[src/rtl/multi_inputconditioner.sv]
// multi_inputconditioner
// Per-channel input conditioning for asynchronous, possibly bouncing inputs:
// a 2-flop synchronizer, a counter-based debouncer, registered edge pulses,
// a combined any-edge pulse and a sticky flag for rejected short pulses.
// Channels are fully independent. The only coupling between them is the
// shared glitch clear and the OR that forms anyedge.

module multi_inputconditioner #(
    parameter int CHANNELS     = 4,
    parameter int COUNTERWIDTH = 3,
    parameter int WAITTIME     = 3
) (
    input  logic                clk,
    input  logic                reset_n,
    input  logic [CHANNELS-1:0] noisysignal,
    input  logic                glitchclear,
    output logic [CHANNELS-1:0] conditioned,
    output logic [CHANNELS-1:0] positiveedge,
    output logic [CHANNELS-1:0] negativeedge,
    output logic                anyedge,
    output logic [CHANNELS-1:0] glitch
);

    // Terminal count of the debounce counter, sized to the counter.
    localparam logic [COUNTERWIDTH-1:0] WAIT_C = COUNTERWIDTH'(WAITTIME);
    localparam logic [COUNTERWIDTH-1:0] ZERO_C = {COUNTERWIDTH{1'b0}};
    localparam logic [COUNTERWIDTH-1:0] ONE_C  = COUNTERWIDTH'(1);

    // Synchronizer stages.
    logic [CHANNELS-1:0]     sync0_r;
    logic [CHANNELS-1:0]     sync1_r;

    // Debounce state and registered outputs.
    logic [COUNTERWIDTH-1:0] cnt_r [CHANNELS];
    logic [CHANNELS-1:0]     cond_r;
    logic [CHANNELS-1:0]     pos_r;
    logic [CHANNELS-1:0]     neg_r;
    logic                    any_r;
    logic [CHANNELS-1:0]     glitch_r;

    // Next-state values.
    logic [COUNTERWIDTH-1:0] cnt_nxt_s [CHANNELS];
    logic [CHANNELS-1:0]     cond_nxt_s;
    logic [CHANNELS-1:0]     pos_nxt_s;
    logic [CHANNELS-1:0]     neg_nxt_s;
    logic [CHANNELS-1:0]     glitch_set_s;
    logic [CHANNELS-1:0]     glitch_nxt_s;

    // Debounce decision, edge detection and glitch flag update for every channel.
    always_comb begin
        for (int i = 0; i < CHANNELS; i++) begin
            cnt_nxt_s[i]    = cnt_r[i];
            cond_nxt_s[i]   = cond_r[i];
            glitch_set_s[i] = 1'b0;
            if (sync1_r[i] == cond_r[i]) begin
                // Input agrees with the output: any run in progress was a bounce.
                cnt_nxt_s[i]    = ZERO_C;
                glitch_set_s[i] = (cnt_r[i] != ZERO_C);
            end else if (cnt_r[i] == WAIT_C) begin
                // Input differed for the whole window: accept the new level.
                cond_nxt_s[i] = sync1_r[i];
                cnt_nxt_s[i]  = ZERO_C;
            end else begin
                cnt_nxt_s[i] = cnt_r[i] + ONE_C;
            end
            pos_nxt_s[i] = cond_nxt_s[i] & ~cond_r[i];
            neg_nxt_s[i] = ~cond_nxt_s[i] & cond_r[i];
            // A newly detected glitch takes priority over the clear.
            if (glitchclear) begin
                glitch_nxt_s[i] = glitch_set_s[i];
            end else begin
                glitch_nxt_s[i] = glitch_r[i] | glitch_set_s[i];
            end
        end
    end

    // State registers with synchronous active-low reset.
    always_ff @(posedge clk) begin
        if (!reset_n) begin
            sync0_r  <= {CHANNELS{1'b0}};
            sync1_r  <= {CHANNELS{1'b0}};
            cond_r   <= {CHANNELS{1'b0}};
            pos_r    <= {CHANNELS{1'b0}};
            neg_r    <= {CHANNELS{1'b0}};
            any_r    <= 1'b0;
            glitch_r <= {CHANNELS{1'b0}};
            for (int i = 0; i < CHANNELS; i++) begin
                cnt_r[i] <= ZERO_C;
            end
        end else begin
            sync0_r  <= noisysignal;
            sync1_r  <= sync0_r;
            cond_r   <= cond_nxt_s;
            pos_r    <= pos_nxt_s;
            neg_r    <= neg_nxt_s;
            any_r    <= |(pos_nxt_s | neg_nxt_s);
            glitch_r <= glitch_nxt_s;
            for (int i = 0; i < CHANNELS; i++) begin
                cnt_r[i] <= cnt_nxt_s[i];
            end
        end
    end

    assign conditioned  = cond_r;
    assign positiveedge = pos_r;
    assign negativeedge = neg_r;
    assign anyedge      = any_r;
    assign glitch       = glitch_r;

endmodule

[config.mk]
export PLATFORM = sky130hd
export DESIGN_NAME = multi_inputconditioner
export DESIGN_NICKNAME = d
export VERILOG_FILES = /design/src/rtl/multi_inputconditioner.sv
export SDC_FILE = /design/constraint.sdc
export NUM_CORES = 1
export LEC_CHECK = 0
export CORE_MARGIN = 1.5
export CORE_UTILIZATION = 49
export CTS_BUF_LIST = sky130_fd_sc_hd__clkbuf_8
export CTS_CLUSTER_SIZE = 8
export DETAILED_ROUTE_END_ITERATION = 12
export PLACE_DENSITY = 0.75
export SLEW_MARGIN = 25
export SYNTH_ARGS = -nofsm -noshare
export SYNTH_HDL_FRONTEND = slang
export SYNTH_SLANG_ARGS = --single-unit
[constraint.sdc]
create_clock -name clk -period 1.6 [get_ports clk]
set_clock_uncertainty 0.15 [all_clocks]
set_input_delay 0.48 -clock clk [delete_from_list [all_inputs] [get_ports clk]]
set_output_delay 0.48 -clock clk [all_outputs]
set_load 0.03 [all_outputs]
==> impl_metrics.csv, run 1 <==
group,metric,value,unit
status,outcome,"finished, final reports clean",
global_routing,grt_max_degree,13,
clock_tree,numCtsBuffers,5,
sta,tightest_slew,0.3872,ns
layout,drive_gt1_frac,0.4034,
global_routing,grt_pass1_wl,4.319,mm
layout,final_cells,207,
floorplan,ioPinCount,24,
synth,synthCells,135,
synth,synth_top_area_frac,0.5086,
floorplan,rows,19,
placement,dp_cells,199,
drt,viasPerCell,4.879,
clock_tree,clock-sinks,37,
setup_path,critPathMaxFanout,2,
drt,ant_nets,0,
synth,syn_avg_cell_area,10.79,um2
setup_path,crit_type,"flip-flop to flip-flop",
sta,timing.final.crit_period,1.597,ns
setup_path,crit_family,"adder cells",
drt,wl,2.598,mm
drt,drt-pass1-iter-count,4,
setup_path,cp_common_cell,"ha_4",
setup_path,start_kind,"flip-flop",
global_routing,overflow,0,
global_routing,antenna_found_initial,0,
sta,whs,0.2829,ns
power,power_frac_clock,0.382,
worst_hold_path,min_to,"sync1_r[2]",
worst_hold_path,hold_path.class,"flip-flop to flip-flop",
synth,yosys.cell_types.count,17,
sta,max_freq,0.6262,GHz
clock_tree,htreeDepth,2,
power,p_sw_frac,0.2082,
power,power_density,795.6,nW/um2
setup_path,worstPathCellList,"ha_4, ha_4, mux2i_2, inv_1, ha_4, a41oi_2",
drt,vias,1010,
clock_tree,clkTransAtPathRegs,0.07,ns
setup_path,cp.required,1.61,ns
sta,setup_viol,0,
synth,yosys-top-cells-area,"dfxtp_1 (51%), ha_1 (17%), and2_1 (6.9%), inv_1 (5.4%), nand2b_1 (3.4%)",
synth,synth_area,1456,um2
setup_path,endpoint_kind,"flip-flop",
clock_tree,cts_tree,"done",
synth,syn_nets,162,
power,p_comb_frac,0.048,
floorplan,dieArea,3309,um2
power,peakVddDrop,0.7715,mV
placement,dpl.hpwl,1.857,mm
setup_path,max_stage_delay,0.35,ns
setup_path,reg2reg_from,"cnt_r[2][0]",
clock_tree,clock_latency,0.28,ns
synth,synth-seq-area-share,0.5086,
floorplan,core_area,2781,um2
drt,wire_per_inst,12.55,um
worst_hold_path,min_from,"sync0_r[2]",
setup_path,reg2regPathDepth,6,
global_routing,grt_pass1_vias,986,
sta,slew_headroom,0.7400,
floorplan,start_util,0.5236,
clock_tree,clockBufferDepth,2,
drt,drc_errors,0,
setup_path,crit_slowest_cell,"dfxtp_2",
setup_path,r2r_end,"anyedge",
layout,syn2layout_area_growth,43.13,%
sta,finalMaxSlewViolations,0,
synth,yosys.area.top_type,"dfxtp_1",
power,power_frac_seq,0.570,
clock_tree,cts_root_buffer,"clkbuf_8",
drt,drt_iter0_drc,6,
power,p_leak,0.8673,nW
setup_path,reg2reg_slack,0.003,ns
floorplan,fp.dieW,57.52,um
sta,hold_viol,0,
layout,antenna_cells,0,
layout,fin_nets,203,
sta,min_period_over_period,0.9980,
placement,port-buffer-count,23,
worst_hold_path,holdPathStages,1,
run,max-cap-violations,0,
floorplan,dieHeight,57.52,um
synth,synth_warnings,0,
sta,rsz0062_at_grt,"true",
power,intPower,0.001313,W
setup_path,crit_buf_inv,1,
power,p_sw,0.0003453,W
setup_path,cp.arrival,1.60,ns
synth,ys_ff_latch,37,
global_routing,grt_use_total,0.1719,
placement,gp_congestion,0.7710,
-- state kept, by name (all words and copies together), names as in the netlist --
name	flops
sync0_r	4
cnt_r	12
positiveedge	4
anyedge	1
glitch	4
sync1_r	4
negativeedge	4
conditioned	4
-- power groups by stage --
stage          clock, W  sequential [W]  combinational [W]
6_report       0.000633        0.000946          0.0000795
5_1_grt        0.000687        0.000947          0.0000887
4_1_cts        0.000642        0.000945          0.0000798
3_5_place_dp          0        0.000964          0.0000789
3_3_place_gp          0        0.000963          0.0000767
2_1_floorplan         0        0.000968          0.0000347
-- metal layers --
| metal | part of all wire | wire length [um] | GRT usage |
|---|---|---|---|
| met1 | 0.44 | 1142 | 0.2037 |
| met5 | 0 | 0 | 0 |
| met3 | 0.044 | 115 | 0.05215 |
| met4 | 0.021 | 55 | 0.07973 |
| met2 | 0.49 | 1284 | 0.2841 |
-- cell usage in the layout (no fill, tap or decap) --
cell type	count
a31o_2	1
a32o_1	3
a41oi_2	1
and2_1	14
and2_4	2
and2b_1	1
and3b_1	1
buf_4	28
buf_6	2
clkbuf_8	6
clkdlybuf4s50_1	6
dfxtp_1	25
dfxtp_2	12
ha_1	7
ha_4	13
inv_1	20
inv_2	2
mux2i_2	2
mux2i_4	2
nand2b_1	8
nor2_1	4
nor3_1	8
nor3b_1	4
xnor2_1	4
-- kinds of logic after synthesis --
family | Yosys count | share of synthesized area
fa+ha+maj | 20 | 0.1718
flops | 37 | 0.5086
xor+xnor | 4 | 0.02405
buf+inv | 23 | 0.06272
mux | 4 | 0.02749
compound gates | 5 | 0.03265
simple gates | 42 | 0.1727
-- cell type report --
cell class / instances / area [um2]
Inverter: 21 / 78.83
Sequential cell: 37 / 755.7
Tap cell: 31 / 38.79
Clock buffer: 6 / 82.58
Fill cell: 180 / 696.9
Clock inverter: 1 / 3.754
Timing Repair Buffer: 36 / 292.8
Multi-Input combinational cell: 75 / 832.0
-- cells in the mapped netlist --
| cell | number |
|---|---|
| clkbuf_2 | 1 |
| a32o_1 | 3 |
| buf_4 | 1 |
| nor3_1 | 8 |
| and2_1 | 16 |
| inv_1 | 21 |
| nor3b_1 | 4 |
| and3b_1 | 1 |
| nand2b_1 | 8 |
| mux2i_1 | 4 |
| xnor2_1 | 4 |
| dfxtp_1 | 37 |
| and2b_1 | 1 |
| a41oi_1 | 1 |
| ha_1 | 20 |
| a31o_2 | 1 |
| nor2_1 | 4 |
-- through the flow --
step	utilization	setup TNS (ns)	cell area (um2)	setup WS (ns)	total power, W
after floorplan	-	0	1496	0.003398	0.001003
after global placement	0.6473	-0.7080	1800	-0.1101	0.001040
after detailed placement	0.6473	-0.9521	1800	-0.1313	0.001043
after CTS	0.7139	-0.008585	1986	-0.008585	0.001667
after global routing	0.7494	-0.07241	2085	-0.05669	0.001722
final	0.7494	0	2085	0.003126	0.001659
-- worst register-to-register path: cells and delay by family, from the launching register on --
family	cells	cell delay [ns]
adder cells (fa/ha/maj)	3	0.54
multiplexers	1	0.23
flip-flops	1	0.35
buffers and inverters	1	0.10
AO/OA/AOI/OAI	1	0.11
-- repair_timing --
item,CTS,global route
cloned,0,0
gates resized for setup,19,19
pin swaps,6,7
hold buffers,0,0
buffers inserted,1,1
endpoints found under the setup margin,1,5
-- worst max path at each step --
| stage | startpoint | endpoint | slack [ns] | depth (start not counted) |
|---|---|---|---|---|
| finish | cnt_r[2][0] | anyedge | 0.003 | 6 |
| global route | cnt_r[2][0] | anyedge | -0.06 | 6 |
| CTS | cnt_r[1][0] | anyedge | -0.009 | 6 |
| detailed placement | reset_n | glitch[1] | -0.13 | 4 |
| global placement | reset_n | glitch[2] | -0.11 | 4 |
| floorplan | cnt_r[1][0] | anyedge | 0.003 | 6 |
Power figures use the tool's default switching activity.
==> run 2: changes to the inputs <==
--- a/config.mk
+++ b/config.mk
@@ -8,9 +8,11 @@
 export CORE_MARGIN = 1.5
 export CORE_UTILIZATION = 49
 export CTS_BUF_LIST = sky130_fd_sc_hd__clkbuf_8
+export CTS_CLUSTER_DIAMETER = 100
 export CTS_CLUSTER_SIZE = 8
 export DETAILED_ROUTE_END_ITERATION = 12
 export PLACE_DENSITY = 0.75
+export RECOVER_POWER = 25
 export SLEW_MARGIN = 25
 export SYNTH_ARGS = -nofsm -noshare
 export SYNTH_HDL_FRONTEND = slang
==> results of run 2 <==
Final layout, timing and power as in run 1 (identical DEF).
==> run 3: changes to the inputs <==
--- a/config.mk
+++ b/config.mk
@@ -5,13 +5,14 @@
 export SDC_FILE = /design/constraint.sdc
 export NUM_CORES = 1
 export LEC_CHECK = 0
+export CAP_MARGIN = 20
 export CORE_MARGIN = 1.5
-export CORE_UTILIZATION = 49
+export CORE_UTILIZATION = 40
 export CTS_BUF_LIST = sky130_fd_sc_hd__clkbuf_8
 export CTS_CLUSTER_DIAMETER = 100
 export CTS_CLUSTER_SIZE = 8
 export DETAILED_ROUTE_END_ITERATION = 12
-export PLACE_DENSITY = 0.75
+export PLACE_DENSITY_LB_ADDON = 0.08
 export RECOVER_POWER = 25
 export SLEW_MARGIN = 25
 export SYNTH_ARGS = -nofsm -noshare
==> run 3 against run 2 <==
The run now ends with negative setup slack left. Sequential share of layout area increased by 0.34 points. Maximum frequency down 0.82%. Global-route usage decreased by 3.3 points. Register-to-register slack hardly changed. Sequential power is essentially flat. Wire length decreased by 4.3%. Non-clock buffer count decreased by 4. Total power shrank 1.0%. Largest cell class unchanged. Highest routed layer unchanged.
==> impl_metrics.csv, run 3 (synthesis gave the netlist of run 1 again) <==
group,metric,value,unit
status,outcome,"finished, violations left",
status,failed_checks,"negative setup slack",
global_routing,overflow,0,
power,peakVddDrop,0.6686,mV
layout,nFillCells,281,
layout,final_cells,218,
clock_tree,clockBufferDepth,2,
clock_tree,cts_tree,"done",
global_routing,antenna_found_initial,0,
floorplan,ioPinCount,24,
sta,setup_viol,2,
clock_tree,clock-sinks,37,
run,max-cap-violations,0,
floorplan,start_util,0.4264,
placement,port-buffer-count,23,
setup_path,start_kind,"primary input",
floorplan,dieArea,4012,um2
sta,max_freq,0.6211,GHz
setup_path,critPathMaxFanout,27,
setup_path,endpoint_kind,"flip-flop",
floorplan,rows,21,
clock_tree,numCtsBuffers,5,
global_routing,grt_max_degree,28,
floorplan,dieHeight,63.34,um
clock_tree,htreeDepth,2,
layout,final_cell_mix,"dfxtp_1 (27), buf_4 (25), inv_1 (20), and2_1 (15), ha_4 (12)",
power,power,0.001642,W
setup_path,crit_type,"primary input to flip-flop",
sta,min_period_over_period,1.006,
floorplan,fp.dieW,63.34,um
worst_hold_path,hold_path.class,"flip-flop to flip-flop",
power,p_leak,0.8446,nW
sta,fin_ws,-0.01015,ns
sta,timing.final.crit_period,1.610,ns
drt,ant_nets,0,
layout,drive_gt1_frac,0.3605,
sta,whs,0.2829,ns
drt,wl,2.485,mm
placement,gp_congestion,0.7160,
sta,tightest_slew,0.3684,ns
global_routing,grt_pass1_vias,991,
floorplan,core_area,3416,um2
layout,layout_commonest_cell,"dfxtp_1",
layout,fin_nets,199,
global_routing,grt_pass1_wl,4.278,mm
clock_tree,clkTransAtPathRegs,0.06,ns
power,power_density,797.7,nW/um2
sta,slew_headroom,0.7526,
clock_tree,clock_latency,0.28,ns
layout,antenna_cells,0,
sta,finalMaxSlewViolations,0,
global_routing,grt_use_total,0.1392,
drt,drt-pass1-iter-count,4,
sta,rsz0062_at_grt,"true",
layout,top_register,"cnt_r",
drt,wire_per_inst,11.40,um
clock_tree,cts_root_buffer,"clkbuf_8",
sta,hold_viol,0,
drt,vias,988,
placement,pre_cts_ws,-0.1741,ns
placement,dpl.hpwl,1.777,mm
drt,drc_errors,0,
setup_path,cp.arrival,1.63,ns
drt,drt_iter0_drc,27,
clock_tree,post_cts.repair.setup_buffers,0,
drt,viasPerCell,4.532,
setup_path,cp.required,1.62,ns
placement,dp_cells,211,
layout,largest_register_ffs,12,
layout,syn2layout_area_growth,41.32,%
run 3: area by class of cell:
cell class / instances / area [um2] / share of cell area
clock buffer: 6 / 82.58 / 0.04012
clock inverter: 1 / 3.754 / 0.001824
inverter: 21 / 78.83 / 0.03830
multi-input combinational: 75 / 814.5 / 0.3957
sequential: 37 / 753.2 / 0.3660
tap: 46 / 57.56 / 0.02796
timing repair buffer: 32 / 267.8 / 0.1301
run 3: worst paths after layout:
path / from / endpoint / slack [ns] / depth (start not counted)
worst max-delay path: reset_n / glitch[2] / -0.01 / 4
worst min-delay path: sync0_r[1] / sync1_r[1] / 0.28 / 1
worst max register to register: cnt_r[2][0] / anyedge / 0 / 6
worst min register to register: sync0_r[1] / sync1_r[1] / 0.28 / 1
run 3: what timing repair did:
item | CTS | global route
gates resized for setup | 19 | 10
pin swaps | 4 | 6
hold buffers | 0 | 0
endpoints found under the setup margin | 1 | 3
run 3: power by group:
| group | total [W] | internal [W] | switching, W |
|---|---|---|---|
| registers | 0.000947 | 0.000937 | 0.00000978 |
| logic | 0.0000750 | 0.0000399 | 0.0000350 |
| clock network | 0.000620 | 0.000335 | 0.000286 |
run 3: critical path, stage by stage:
cell           delay [ns]
dlygate4sd3_1        0.57
buf_12               0.17
and2b_1              0.19
a32o_1               0.21
run 3: layer usage:
layer	share of wire	wire length [um]	GRT usage
met1	0.45	1127	0.1582
met4	0.010	25	0.04891
met5	0	0	0
met2	0.49	1223	0.2289
met3	0.043	108	0.06429
run 3: per-stage QoR:
stage / setup TNS [ns] / utilization / area, um2
5_1_grt: -0.08591 / 0.6026 / 2058
3_3_place_gp: -0.8209 / 0.5297 / 1809
6_report: -0.01779 / 0.6026 / 2058
2_1_floorplan: 0 / - / 1496
4_1_cts: -0.005378 / 0.5846 / 1997
3_5_place_dp: -1.221 / 0.5297 / 1809
